$ cat src/rtl/fetch_queue_if.sv
// Fetch-stage signal bundle: PC handoff, instruction-memory port and decode handshake.
// master = fetch queue side, slave = PC stage / memory / decode side.
interface fetch_queue_if #(
  parameter int unsigned D = 8,
  parameter int unsigned W = 9
);
  logic [D-1:0] prog_ctr;
  logic         pc_hold;
  logic         flush;
  logic [D-1:0] imem_addr;
  logic         imem_en;
  logic [W-1:0] imem_data;
  logic [W-1:0] instr;
  logic [D-1:0] instr_pc;
  logic         instr_valid;
  logic         instr_ready;

  modport master (
    input  prog_ctr, flush, imem_data, instr_ready,
    output pc_hold, imem_addr, imem_en, instr, instr_pc, instr_valid
  );

  modport slave (
    output prog_ctr, flush, imem_data, instr_ready,
    input  pc_hold, imem_addr, imem_en, instr, instr_pc, instr_valid
  );
endinterface

$ cat src/rtl/fetch_queue.sv
// Instruction fetch stage: issues prog_ctr to synchronous imem, queues returned words
// with their PC in a 2-entry ring, and offers the head to decode over valid/ready.
module fetch_queue #(
  parameter int unsigned D = 8,
  parameter int unsigned W = 9
) (
  input  logic          clk,
  input  logic          reset,
  fetch_queue_if.master bus
);

  logic [W-1:0] q_instr [2];
  logic [D-1:0] q_pc    [2];
  logic         rd_ptr;
  logic         wr_ptr;
  logic [1:0]   count;
  logic         inflight;
  logic [D-1:0] inflight_pc;

  logic         pop;
  logic         issue;
  logic [2:0]   occ;

  // A slot freed by this cycle's pop may be reused by this cycle's issue,
  // which makes instr_ready -> pc_hold/imem_en a combinational path.
  always_comb begin
    pop   = (count != 2'd0) & bus.instr_ready;
    occ   = {1'b0, count} + {2'b00, inflight} - {2'b00, pop};
    issue = ~reset & ~bus.flush & (occ < 3'd2);
  end

  assign bus.imem_addr   = bus.prog_ctr;
  assign bus.imem_en     = issue;
  assign bus.pc_hold     = reset | (~bus.flush & ~issue);
  assign bus.instr_valid = (count != 2'd0);
  assign bus.instr       = q_instr[rd_ptr];
  assign bus.instr_pc    = q_pc[rd_ptr];

  always_ff @(posedge clk or posedge reset) begin
    if (reset) begin
      count       <= '0;
      rd_ptr      <= 1'b0;
      wr_ptr      <= 1'b0;
      inflight    <= 1'b0;
      inflight_pc <= '0;
      for (int unsigned i = 0; i < 2; i++) begin
        q_instr[i] <= '0;
        q_pc[i]    <= '0;
      end
    end else if (bus.flush) begin
      // The word returning next cycle belongs to the wrong path; forget it.
      count    <= '0;
      rd_ptr   <= 1'b0;
      wr_ptr   <= 1'b0;
      inflight <= 1'b0;
    end else begin
      inflight <= issue;
      if (issue) begin
        inflight_pc <= bus.prog_ctr;
      end
      if (inflight) begin
        q_instr[wr_ptr] <= bus.imem_data;
        q_pc[wr_ptr]    <= inflight_pc;
        wr_ptr          <= ~wr_ptr;
      end
      if (pop) begin
        rd_ptr <= ~rd_ptr;
      end
      count <= count + {1'b0, inflight} - {1'b0, pop};
    end
  end

endmodule

$ cat src/flat_wrapper.sv
// flat-port wrapper written by rule: the top's interface ports become plain ports
module fetch_queue_flat 
#(
  parameter int unsigned D = 8,
  parameter int unsigned W = 9
)
  (clk, reset, bus_prog_ctr, bus_flush, bus_imem_data, bus_instr_ready, bus_pc_hold, bus_imem_addr, bus_imem_en, bus_instr, bus_instr_pc, bus_instr_valid);
  fetch_queue_if #(.D(D), .W(W)) bus_i ();
  input  logic clk;
  input  logic reset;
  input wire logic [$bits(bus_i.prog_ctr)-1:0] bus_prog_ctr;
  input wire logic [$bits(bus_i.flush)-1:0] bus_flush;
  input wire logic [$bits(bus_i.imem_data)-1:0] bus_imem_data;
  input wire logic [$bits(bus_i.instr_ready)-1:0] bus_instr_ready;
  output wire logic [$bits(bus_i.pc_hold)-1:0] bus_pc_hold;
  output wire logic [$bits(bus_i.imem_addr)-1:0] bus_imem_addr;
  output wire logic [$bits(bus_i.imem_en)-1:0] bus_imem_en;
  output wire logic [$bits(bus_i.instr)-1:0] bus_instr;
  output wire logic [$bits(bus_i.instr_pc)-1:0] bus_instr_pc;
  output wire logic [$bits(bus_i.instr_valid)-1:0] bus_instr_valid;
  assign bus_i.prog_ctr = bus_prog_ctr;
  assign bus_i.flush = bus_flush;
  assign bus_i.imem_data = bus_imem_data;
  assign bus_i.instr_ready = bus_instr_ready;
  assign bus_pc_hold = bus_i.pc_hold;
  assign bus_imem_addr = bus_i.imem_addr;
  assign bus_imem_en = bus_i.imem_en;
  assign bus_instr = bus_i.instr;
  assign bus_instr_pc = bus_i.instr_pc;
  assign bus_instr_valid = bus_i.instr_valid;
  fetch_queue #(.D(D), .W(W)) u_core (.clk(clk), .reset(reset), .bus(bus_i));
endmodule
$ cat config.mk
export PLATFORM = sky130hd
export DESIGN_NAME = fetch_queue_flat
export DESIGN_NICKNAME = d
export VERILOG_FILES = /design/src/rtl/fetch_queue_if.sv /design/src/rtl/fetch_queue.sv /design/src/flat_wrapper.sv
export SDC_FILE = /design/constraint.sdc
export NUM_CORES = 1
export LEC_CHECK = 0
export BUFFER_PORTS_ARGS = -buffer_cell sky130_fd_sc_hd__buf_4
export CAP_MARGIN = 25
export CELL_PAD_IN_SITES_DETAIL_PLACEMENT = 0
export CELL_PAD_IN_SITES_GLOBAL_PLACEMENT = 1
export CORE_UTILIZATION = 46
export DETAILED_ROUTE_END_ITERATION = 10
export GPL_ROUTABILITY_DRIVEN = 0
export HOLD_SLACK_MARGIN = 0.03
export PLACE_DENSITY_LB_ADDON = 0.1
export SETUP_SLACK_MARGIN = 0.3
export SYNTH_ARGS = -nofsm -noshare
export SYNTH_HDL_FRONTEND = slang
export SYNTH_SLANG_ARGS = --single-unit
export TNS_END_PERCENT = 5
$ cat constraint.sdc
create_clock -name clk -period 5.95 [get_ports clk]
set_clock_uncertainty 0.1 [all_clocks]
set_input_delay 1.19 -clock clk [delete_from_list [all_inputs] [get_ports clk]]
set_output_delay 1.19 -clock clk [all_outputs]
set_load 0.01 [all_outputs]
-- Word-level counts from Yosys, hierarchy flattened
Index checks and enable logic that the tools add are counted.
- output and inout port bits: 28
- logic and storage cells: 53
- input port bits: 21
- register bits: 47
- bitwise logic cells: 12
- reductions and logical operators: 6
- $lt $le $gt $ge: 4
- mux-type cells: 18
- add/subtract/negate cells: 4
- operators by type and width (operator ; number):
    two-way mux 9 bit ; 4
    two-way mux 8 bit ; 4
    bitwise mux 18 bit ; 1
    bitwise mux 16 bit ; 1
    demux 9 bit (select 1 bit) ; 1
    demux 8 bit (select 1 bit) ; 1
    nonzero test 2 bit ; 3
    two-way mux 1 bit ; 5
    NOT 1 bit ; 5
    AND 1 bit ; 4
    greater-or-equal comparator 2 bit (second input constant) ; 2
    NOT 1 -> 2 bit ; 2
    AND reduction 2 bit ; 2
    adder 2 x 1 -> 3 bit ; 1
    less-than comparator 3 x 2 -> 1 bit (second input constant) ; 1
    subtractor 3 x 1 -> 3 bit ; 1
    adder 2 x 1 -> 2 bit ; 1
    less-than comparator 2 x 1 -> 1 bit (second input constant) ; 1
    two-way mux 2 bit ; 1
    subtractor 2 x 1 -> 2 bit ; 1
    logical AND 1 bit ; 1
    bitwise OR 1 bit ; 1

-- Logic depth before layout (Yosys ltp)
Gate-level depths: netlist of run 1.
- depth after elaboration: 8
- gate-level depth with buffers: 10
- mapped depth without buffers: 9

-- Worst setup path before layout of run 1
No wires, ideal clock.
- path kind: input -> output
- start: input port bus_instr_ready
- end: output port bus_pc_hold
- path buffers: 1
- required time: 4.660 ns
- setup slack: 1.813 ns
- arrival: 2.847 ns
- stages on the path: 10
- cell sequence: o21a_1 > ha_1 > inv_1 > ha_1 > inv_1 > fa_1 > xor2_1 > nor4b_2 > buf_4 > o21ai_0
- cells in the longest elaborated chain, start to end: 7
- RTL lines (what ; line ; RTL):
    start: declaration ; flat_wrapper.sv:14 ; input wire logic [$bits(bus_i.instr_ready)-1:0] bus_instr_ready;
    AND 1 bit ; fetch_queue.sv:27 ; pop = (count != 2'd0) & bus.instr_ready;
    subtractor 3 x 1 -> 3 bit ; fetch_queue.sv:28 ; occ = {1'b0, count} + {2'b00, inflight} - {2'b00, pop};
    less-than comparator 3 x 2 -> 1 bit ; fetch_queue.sv:29 ; issue = ~reset & ~bus.flush & (occ < 3'd2);
    AND 1 bit ; fetch_queue.sv:29 ;
    NOT 1 bit ; fetch_queue.sv:34 ; assign bus.pc_hold = reset | (~bus.flush & ~issue);
    AND 1 bit ; fetch_queue.sv:34 ;
    bitwise OR 1 bit ; fetch_queue.sv:34 ;
    end: declaration ; flat_wrapper.sv:15 ; output wire logic [$bits(bus_i.pc_hold)-1:0] bus_pc_hold;
Every way passes these cells.

-- Worst setup path in the final report of run 1
Same ends and word-level chain as after synthesis.

==> impl_metrics.yaml, run 1 <==
floorplanning:
  dieHeight_um: 70
  die_w_um: 70
  start_util_pct: 48.19
  dieArea_um2: 4900
  core_area_um2: 4414
  rows: 24
  io_pins: 49
placement:
  placed_cells: 228
  post-place-ws_ns: 1.431
  io_buffers: 48
  post_dp_cell_area_um2: 2459
  place_hpwl_mm: 2.501
timing:
  setup_viol: 0
  rsz0062_at_grt: "false"
  finalCritPeriodShare_pct: 74.75
  hold_ws_ns: 0.4084
  tns_ns: 0
  worstMarginPinSlew_ns: 0.9598
  layout_setup_ws_ns: 1.503
  fin_crit_ns: 4.447
  fmax_mhz: 224.8
  maxSlewHeadroom_pct: 35.95
  final_max_slew_viol_count: 0
  hold_viol: 0
worst_setup_path:
  r2r_start: "u_core.count[1]"
  critPathCaptureType: "output port"
  startpoint_type: "input port"
  cp_max_fo: 10
  timing.rr.end: "u_core.inflight_pc[5]"
  crit_type: "input port to output port"
  crit_required_ns: 4.66
  regToRegSetupSlack_ns: 3.23
  ff2ff_path_depth: 10
  cp.arrival_ns: 3.16
synthesis:
  syn-cell-area_um2: 2127
  yosysTopAreaCell: "dfrtp_1"
  seq_area_frac_synth_pct: 55.29
  yosysTopAreaCellShare_pct: 55.29
  synth_area_leaders: "dfrtp_1 55%, mux2_2 31%, buf_4 3.5%"
  yosysWarnings: 0
  ys_types: 19
  ys_ff_latch: 47
  synth_nets: 165
  syn-mean-instance-area_um2: 15.09
  netlist_instances: 141
status:
  outcome: "finished clean"
power:
  p_int_uw: 929.2
  power.density_nw_per_um2: 512.4
  switchingPower_uw: 395.3
  switching_share_pct: 29.85
  power_leakage_uw: 0.001248
  share_comb_of_total_power_pct: 40.3
  power_frac_seq_pct: 42.7
  ir_drop_mv: 0.2212
  power_frac_clock_pct: 17.0
detailed_routing:
  wl_met3_um: 179
  initialDrtViolationCount: 35
  topRoutingLayerUsed: "met4"
  met2_length_mm: 1.897
  wl_per_cell_um: 15.72
  met1_length_mm: 1.598
  vias_per_cell: 5.165
  totalWireLength_mm: 3.709
  post-route-drc-count: 0
  firstDrtPassIters: 2
  num_vias: 1219
  ant_nets: 0
hold_path:
  min_to: "u_core.q_pc[4]"
  hold_path.class: "flip-flop to flip-flop"
  holdPathStages: 1
  worstHoldStart: "u_core.q_pc[4]"
clocking:
  path_clk_slew_ns: 0.08
  cts.sinks: 47
  cts_resized: 0
  insertion_delay_ns: 0.30
  postCtsHoldBufs: 0
  clockRootBuffer: "clkbuf_8"
  cts_inserted_buffers: 5
  cts_tree: "yes"
  cts_setup_buffers: 0
  cts.path.max_buffers: 2
  htree_num_levels: 2
global_route:
  grt_pass1_vias: 1316
  grt_usage_pct: 17.29
  grt_overflow_total: 0
  grt_max_degree: 49
  antenna_found_initial: 0
  grt_pass1_wl_mm: 6.423
cells_and_area:
  final_cells: 236
  antennaDiodeCount: 0
  multi_input_comb_area_um2: 834.6
  ff_latch_area_um2: 1176
  nFillCells: 364
  area_growth_pct: 21.53
  final_cell_mix: "59 x mux2_2, 49 x buf_4, 47 x dfrtp_1, 5 x clkbuf_8"
  finalNetCount: 208
  fin_area_um2: 2585
  layout-drive-gt1-share_pct: 65.76
  layout_commonest_cell: "mux2_2"
job:
  max_cap_viol_count: 0
==> sequential cells by signal, summed over array words and instances (netlist names) <==
register and count:
u_core.count 2, u_core.inflight_pc 8, u_core.rd_ptr 1, u_core.q_pc 16
u_core.q_instr 18, u_core.wr_ptr 1, u_core.inflight 1
==> layer usage <==
layer	vias to the layer above	GRT usage, %
li1	568	-
met1	618	21.24
met2	29	28.53
met3	4	4.040
met4	0	8.667
met5	-	0
==> synthesized netlist by cell type <==
library cell / n
nor2_1: 3
xnor2_1: 2
o21a_1: 1
fa_1: 1
mux2_2: 59
nor4b_1: 1
nor3b_4: 1
nand3b_4: 1
or2_2: 1
buf_4: 10
buf_6: 1
buf_2: 3
inv_1: 4
nor2b_1: 1
nor4b_2: 1
xor2_1: 1
o21ai_0: 1
ha_1: 2
dfrtp_1: 47
==> area by class of cell <==
class	count	area share, %
repair buffers	50	15.00
multi-input cells	76	32.28
clock inverters	2	1.452
clock buffers	5	2.662
flip-flops and latches	47	45.50
inverters	4	0.5808
well taps	52	2.517
==> power by group through the flow <==
| stage | registers (µW) | clock network (µW) | logic [µW] |
|---|---|---|---|
| 4_1_cts | 568 | 233 | 541 |
| 3_3_place_gp | 561 | 0 | 525 |
| 6_report | 565 | 226 | 533 |
| 5_1_grt | 592 | 251 | 578 |
| 2_1_floorplan | 529 | 0 | 380 |
| 3_5_place_dp | 576 | 0 | 538 |
==> logic make-up (layout without fill, tap and decap cells) <==
kind of cell | count (synthesis) | after routing | synth area share (%)
muxes | 59 | 59 | 31.24
DFF | 47 | 47 | 55.29
buffers and inverters | 18 | 61 | 5.470
and+or+nand+nor | 9 | 9 | 4.059
adders and majority gates | 3 | 3 | 2.117
xor gates and xnor gates | 3 | 3 | 1.236
AOI/OAI and AO/OA | 2 | 2 | 0.5881
==> worst max path at each step <==
stage	start	end	slack (ns)	cells after the start
2_1_floorplan	bus_instr_ready	bus_pc_hold	1.81	10
3_3_place_gp	bus_instr_ready	bus_pc_hold	1.49	12
3_5_place_dp	bus_instr_ready	bus_pc_hold	1.43	12
4_1_cts	bus_instr_ready	bus_pc_hold	1.42	12
5_1_grt	bus_instr_ready	bus_pc_hold	1.35	12
6_report	bus_instr_ready	bus_pc_hold	1.50	12
==> stage by stage <==
step,utilization (%),total power (µW)
floorplan,-,909.3
global placement,55.70,1085
detailed placement,55.70,1114
CTS,58.11,1343
global route,58.56,1421
finish,58.56,1324
==> worst max-delay path: stages <==
cell and delay (ns):
buf_4 0.11, o21a_1 0.12, ha_1 0.27, inv_1 0.05
ha_1 0.13, inv_1 0.05, fa_1 0.38, xor2_1 0.17
nor4b_2 0.22, buf_4 0.23, o21ai_0 0.09, buf_4 0.16
Power figures use the tool's default switching activity.
==> run 2: changes to the inputs <==
--- a/config.mk
+++ b/config.mk
@@ -9,7 +9,7 @@
 export CAP_MARGIN = 25
 export CELL_PAD_IN_SITES_DETAIL_PLACEMENT = 0
 export CELL_PAD_IN_SITES_GLOBAL_PLACEMENT = 1
-export CORE_UTILIZATION = 46
+export CORE_UTILIZATION = 39
 export DETAILED_ROUTE_END_ITERATION = 10
 export GPL_ROUTABILITY_DRIVEN = 0
 export HOLD_SLACK_MARGIN = 0.03
==> constraint.sdc (replaced) <==
create_clock -name clk -period 3.93 [get_ports clk]
set_clock_uncertainty 0.1 [all_clocks]
set_input_delay 0.786 -clock clk [delete_from_list [all_inputs] [get_ports clk]]
set_output_delay 0.786 -clock clk [all_outputs]
set_load 0.01 [all_outputs]
==> run 2 against run 1 <==
Critical path depth fell by 1; sequential power rose by 52%; first-iteration DRC count fell by 8.6%; combinational power rose by 53%; core utilization fell by 8.9 points; design area fell by 0.63%; setup slack got worse by 1.1 ns; total power rose by 46%; flip-flop and latch count did not move; sequential share of layout area rose by 0.29 points; critical path type unchanged.
==> impl_metrics.yaml, run 2 (same netlist as run 1, synthesis figures left out) <==
status:
  outcome: "finished clean"
cells_and_area:
  final_cells: 254
  largestRegisters: "u_core.q_instr x18, u_core.q_pc x16, u_core.inflight_pc x8"
  area_growth_pct: 20.76
  layout-drive-gt1-share_pct: 65.22
  layout_commonest_cell: "mux2_2"
  final_cell_mix: "59 x mux2_2, 51 x buf_4, 47 x dfrtp_1, 5 x clkbuf_8"
  antennaDiodeCount: 0
  finalNetCount: 209
  fin_area_um2: 2569
  top_register: "u_core.q_instr"
  largest_reg_flops: 18
clocking:
  htree_num_levels: 2
  clockRootBuffer: "clkbuf_8"
  cts_tree: "yes"
  cts_inserted_buffers: 5
  insertion_delay_ns: 0.29
  path_clk_slew_ns: 0.07
  cts.path.max_buffers: 2
  postCtsHoldBufs: 0
  cts.sinks: 47
global_route:
  grt_usage_pct: 14.71
  grt_pass1_vias: 1250
  antenna_found_initial: 0
  grt_overflow_total: 0
  grt_pass1_wl_mm: 5.899
  grt_max_degree: 48
placement:
  placed_cells: 247
  io_buffers: 48
  place_hpwl_mm: 2.581
  post_dp_cell_area_um2: 2489
  post-place-ws_ns: 0.4048
hold_path:
  holdPathStages: 1
  worstHoldStart: "u_core.q_instr[7]"
  hold_path.class: "flip-flop to flip-flop"
  min_to: "u_core.q_instr[7]"
floorplanning:
  dieArea_um2: 5753
  rows: 26
  start_util_pct: 41.12
  die_w_um: 75.85
  io_pins: 49
  dieHeight_um: 75.85
  core_area_um2: 5172
timing:
  tns_ns: 0
  finalCritPeriodShare_pct: 89.89
  setup_viol: 0
  fmax_mhz: 283.1
  maxSlewHeadroom_pct: 36.40
  final_max_slew_viol_count: 0
  rsz0062_at_grt: "false"
  fin_crit_ns: 3.533
  hold_viol: 0
  worstMarginPinSlew_ns: 0.9529
  layout_setup_ws_ns: 0.3974
worst_setup_path:
  crit_path_top_delay_cell: "fa_1"
  crit_required_ns: 3.04
  regToRegSetupSlack_ns: 1.01
  cp.arrival_ns: 2.65
  crit_type: "input port to output port"
  critPathCaptureType: "output port"
  crit_chain: "buf_4, o21a_1, ha_1, inv_1, ha_1, inv_1, fa_1, xor2_1, nor4b_2, o21ai_1, buf_4"
  timing.rr.end: "u_core.inflight_pc[3]"
  r2r_start: "u_core.count[1]"
  ff2ff_path_depth: 11
  cp_max_fo: 2
  slowest_delay_ns: 0.38
  startpoint_type: "input port"
detailed_routing:
  totalWireLength_mm: 3.770
  post-route-drc-count: 0
  num_vias: 1218
  initialDrtViolationCount: 32
  wl_per_cell_um: 14.84
  vias_per_cell: 4.795
  firstDrtPassIters: 4
  ant_nets: 0
power:
  power.density_nw_per_um2: 751.3
  power_leakage_uw: 0.001235
  ir_drop_mv: 0.3606
job:
  max_cap_viol_count: 0
-- run 2: area by class of cell --
class,count,area [µm²]
well taps,70,87.58
clock buffers,6,72.57
fillers,452,2604
multi-input cells,76,834.6
inverters,4,15.01
flip-flops and latches,47,1176
repair buffers,51,382.9
-- run 2: repair_timing --
action / in CTS / in global routing
endpoints found under the setup margin: 0 / 1
setup buffers: 0 / 1
resized for setup: 0 / 1
-- run 2: metal layers --
| metal | global-route usage, % | up-vias | wire (µm) |
|---|---|---|---|
| met5 | 0 | - | 0 |
| met4 | 5.556 | 0 | 36 |
| met3 | 4.762 | 4 | 178 |
| met2 | 25.07 | 31 | 2010 |
| met1 | 17.26 | 617 | 1545 |
| li1 | - | 566 | - |
-- run 2: how the worst max path moves through the flow --
| stage | start | slack (ns) | to |
|---|---|---|---|
| global route | bus_instr_ready | 0.28 | bus_pc_hold |
| CTS | bus_instr_ready | 0.39 | bus_pc_hold |
| global placement | bus_instr_ready | 0.49 | bus_pc_hold |
| finish | bus_instr_ready | 0.40 | bus_pc_hold |
| floorplan | bus_instr_ready | 0.60 | bus_pc_hold |
| detailed placement | bus_instr_ready | 0.40 | bus_pc_hold |
-- run 2: report_power, final --
part           total, µW  internal (µW)  switching, µW
sequential           856            706            150
clock                258            119            139
combinational        816            521            296
total               1930           1340            585
-- run 2: per-stage QoR --
step	hold slack (ns)	util [%]	power [µW]
6_report	0.4020	49.66	1930
5_1_grt	0.4165	49.66	2073
4_1_cts	0.4062	49.52	1957
3_5_place_dp	0.3873	48.11	1693
3_3_place_gp	0.3813	48.11	1644
2_1_floorplan	0.3736	-	1377
-- run 2: critical path, delay by kind of cell --
family | cells | cell delay [ns]
adder cells (fa/ha/maj) | 3 | 0.78
AO/OA/AOI/OAI | 2 | 0.24
buffers and inverters | 4 | 0.37
XOR/XNOR | 1 | 0.18
AND/OR/NAND/NOR | 1 | 0.29
==> run 3: changes to the inputs <==
--- a/config.mk
+++ b/config.mk
@@ -13,7 +13,7 @@
 export DETAILED_ROUTE_END_ITERATION = 10
 export GPL_ROUTABILITY_DRIVEN = 0
 export HOLD_SLACK_MARGIN = 0.03
-export PLACE_DENSITY_LB_ADDON = 0.1
+export PLACE_DENSITY = 0.74
 export SETUP_SLACK_MARGIN = 0.3
 export SYNTH_ARGS = -nofsm -noshare
 export SYNTH_HDL_FRONTEND = slang
==> run 3 against run 2 <==
Clock power rose by 10%; first-iteration DRC count is 9.4% higher; cell count stayed put; global-route usage grew 0.30 points; non-clock buffer count fell by 1; die area unchanged; worst hold slack improved by 0.0029 ns; maximum frequency grew 0.93%; flip-flop and latch count is the same; design area is 0.68% higher; critical endpoint unchanged; largest power group unchanged.
==> impl_metrics.yaml, run 3 (same netlist as run 1, synthesis figures left out) <==
status:
  outcome: "finished clean"
clocking:
  cts.path.max_buffers: 2
  insertion_delay_ns: 0.29
  cts_inserted_buffers: 5
  cts.sinks: 47
  postCtsHoldBufs: 0
  path_clk_slew_ns: 0.08
  htree_num_levels: 2
  clockRootBuffer: "clkbuf_8"
  cts_tree: "yes"
  cts_setup_buffers: 0
cells_and_area:
  fin_area_um2: 2586
  antennaDiodeCount: 0
  layout_commonest_cell: "mux2_2"
  layout-drive-gt1-share_pct: 66.85
  ff_latch_area_um2: 1176
  finalNetCount: 208
  area_growth_pct: 21.59
  nFillCells: 448
  final_cell_mix: "59 x mux2_2, 50 x buf_4, 47 x dfrtp_1, 6 x clkbuf_8"
  top_register: "u_core.q_instr"
  largest_reg_flops: 18
  multi_input_comb_area_um2: 844.6
  largestRegisters: "u_core.q_instr x18, u_core.q_pc x16, u_core.inflight_pc x8"
hold_path:
  worstHoldStart: "u_core.q_instr[2]"
  hold_path.class: "flip-flop to flip-flop"
  holdPathStages: 1
  min_to: "u_core.q_instr[2]"
global_route:
  grt_max_degree: 48
  grt_overflow_total: 0
  grt.busiest_layer: "met2"
  antenna_found_initial: 0
  grt_usage_pct: 15.01
  grtUsageMet3_pct: 4.365
  grt_pass1_vias: 1288
  gr-usage-met2_pct: 24.48
  grt_util_met1_pct: 18.46
  grt_pass1_wl_mm: 6.147
timing:
  setup_viol: 0
  hold_viol: 0
  final_max_slew_viol_count: 0
  finalCritPeriodShare_pct: 89.06
  tns_ns: 0
  fmax_mhz: 285.7
  rsz0062_at_grt: "false"
  fin_crit_ns: 3.500
  maxSlewHeadroom_pct: 36.03
  worstMarginPinSlew_ns: 0.9585
worst_setup_path:
  cp_max_fo: 2
  ff2ff_path_depth: 10
  regToRegSetupSlack_ns: 1.10
  crit_type: "input port to output port"
  startpoint_type: "input port"
  crit_required_ns: 3.04
  critPathCaptureType: "output port"
  timing.rr.end: "u_core.inflight_pc[1]"
  cp.arrival_ns: 2.61
  r2r_start: "u_core.count[1]"
placement:
  post_dp_cell_area_um2: 2489
  io_buffers: 48
  place_hpwl_mm: 2.583
detailed_routing:
  ant_nets: 0
  wl_per_cell_um: 14.87
  num_vias: 1224
  totalWireLength_mm: 3.777
  firstDrtPassIters: 3
  post-route-drc-count: 0
  initialDrtViolationCount: 35
  vias_per_cell: 4.819
floorplanning:
  dieArea_um2: 5753
  start_util_pct: 41.12
  rows: 26
  die_w_um: 75.85
  dieHeight_um: 75.85
  core_area_um2: 5172
  io_pins: 49
power:
  total_power_uw: 1966
  power_leakage_uw: 0.001239
  ir_drop_mv: 0.3670
  power.density_nw_per_um2: 760.2
job:
  max_cap_viol_count: 0
## run 3: metrics by stage
| step | utilization, % | hold slack [ns] | setup WS (ns) | std cells |
|---|---|---|---|---|
| after floorplan | - | 0.3736 | 0.6010 | 141 |
| final | 50.00 | 0.4049 | 0.4299 | 254 |
| after CTS | 49.81 | 0.4100 | 0.3991 | 254 |
| after detailed placement | 48.11 | 0.3922 | 0.4075 | 247 |
| after global routing | 50.00 | 0.4239 | 0.3137 | 254 |
| after global placement | 48.11 | 0.3818 | 0.5223 | 247 |
## run 3: timing repair
action                                  in CTS  in global routing
endpoints found under the hold margin        0                  0
gates resized for setup                      0                  3
endpoints found under the setup margin       0                  1
## run 3: final cells by class
type / instances / share of cell area (%)
tap: 70 / 3.387
clock buffer: 6 / 3.193
clock inverter: 1 / 0.1935
multi-input combinational: 76 / 32.66
inverter: 4 / 0.5806
sequential: 47 / 45.48
timing repair buffer: 50 / 14.51
## run 3: critical path, cell delays in order
cell     delay, ns
buf_4         0.11
o21a_1        0.12
ha_1          0.27
inv_1         0.06
ha_1          0.14
inv_1         0.05
fa_2          0.35
xor2_2        0.17
nor4b_2       0.30
o21ai_1       0.11
buf_4         0.15
## run 3: worst max-delay path by stage
stage	from	endpoint	slack, ns	cells after the start
floorplan	bus_instr_ready	bus_pc_hold	0.60	10
finish	bus_instr_ready	bus_pc_hold	0.43	11
global placement	bus_instr_ready	bus_pc_hold	0.52	11
global route	bus_instr_ready	bus_pc_hold	0.31	11
detailed placement	bus_instr_ready	bus_pc_hold	0.41	11
CTS	bus_instr_ready	bus_pc_hold	0.40	11
## run 3: power breakdown
part	internal, µW	switching (µW)
Sequential	705	151
Clock	138	147
Combinational	523	303
Total	1370	600
## run 3: routing by layer
layer  part of all wire, %  vias to the layer above
met5                     0                        -
met4                   1.4                        0
met3                   6.0                        6
met2                    49                       35
met1                    44                      615
li1                      -                      568
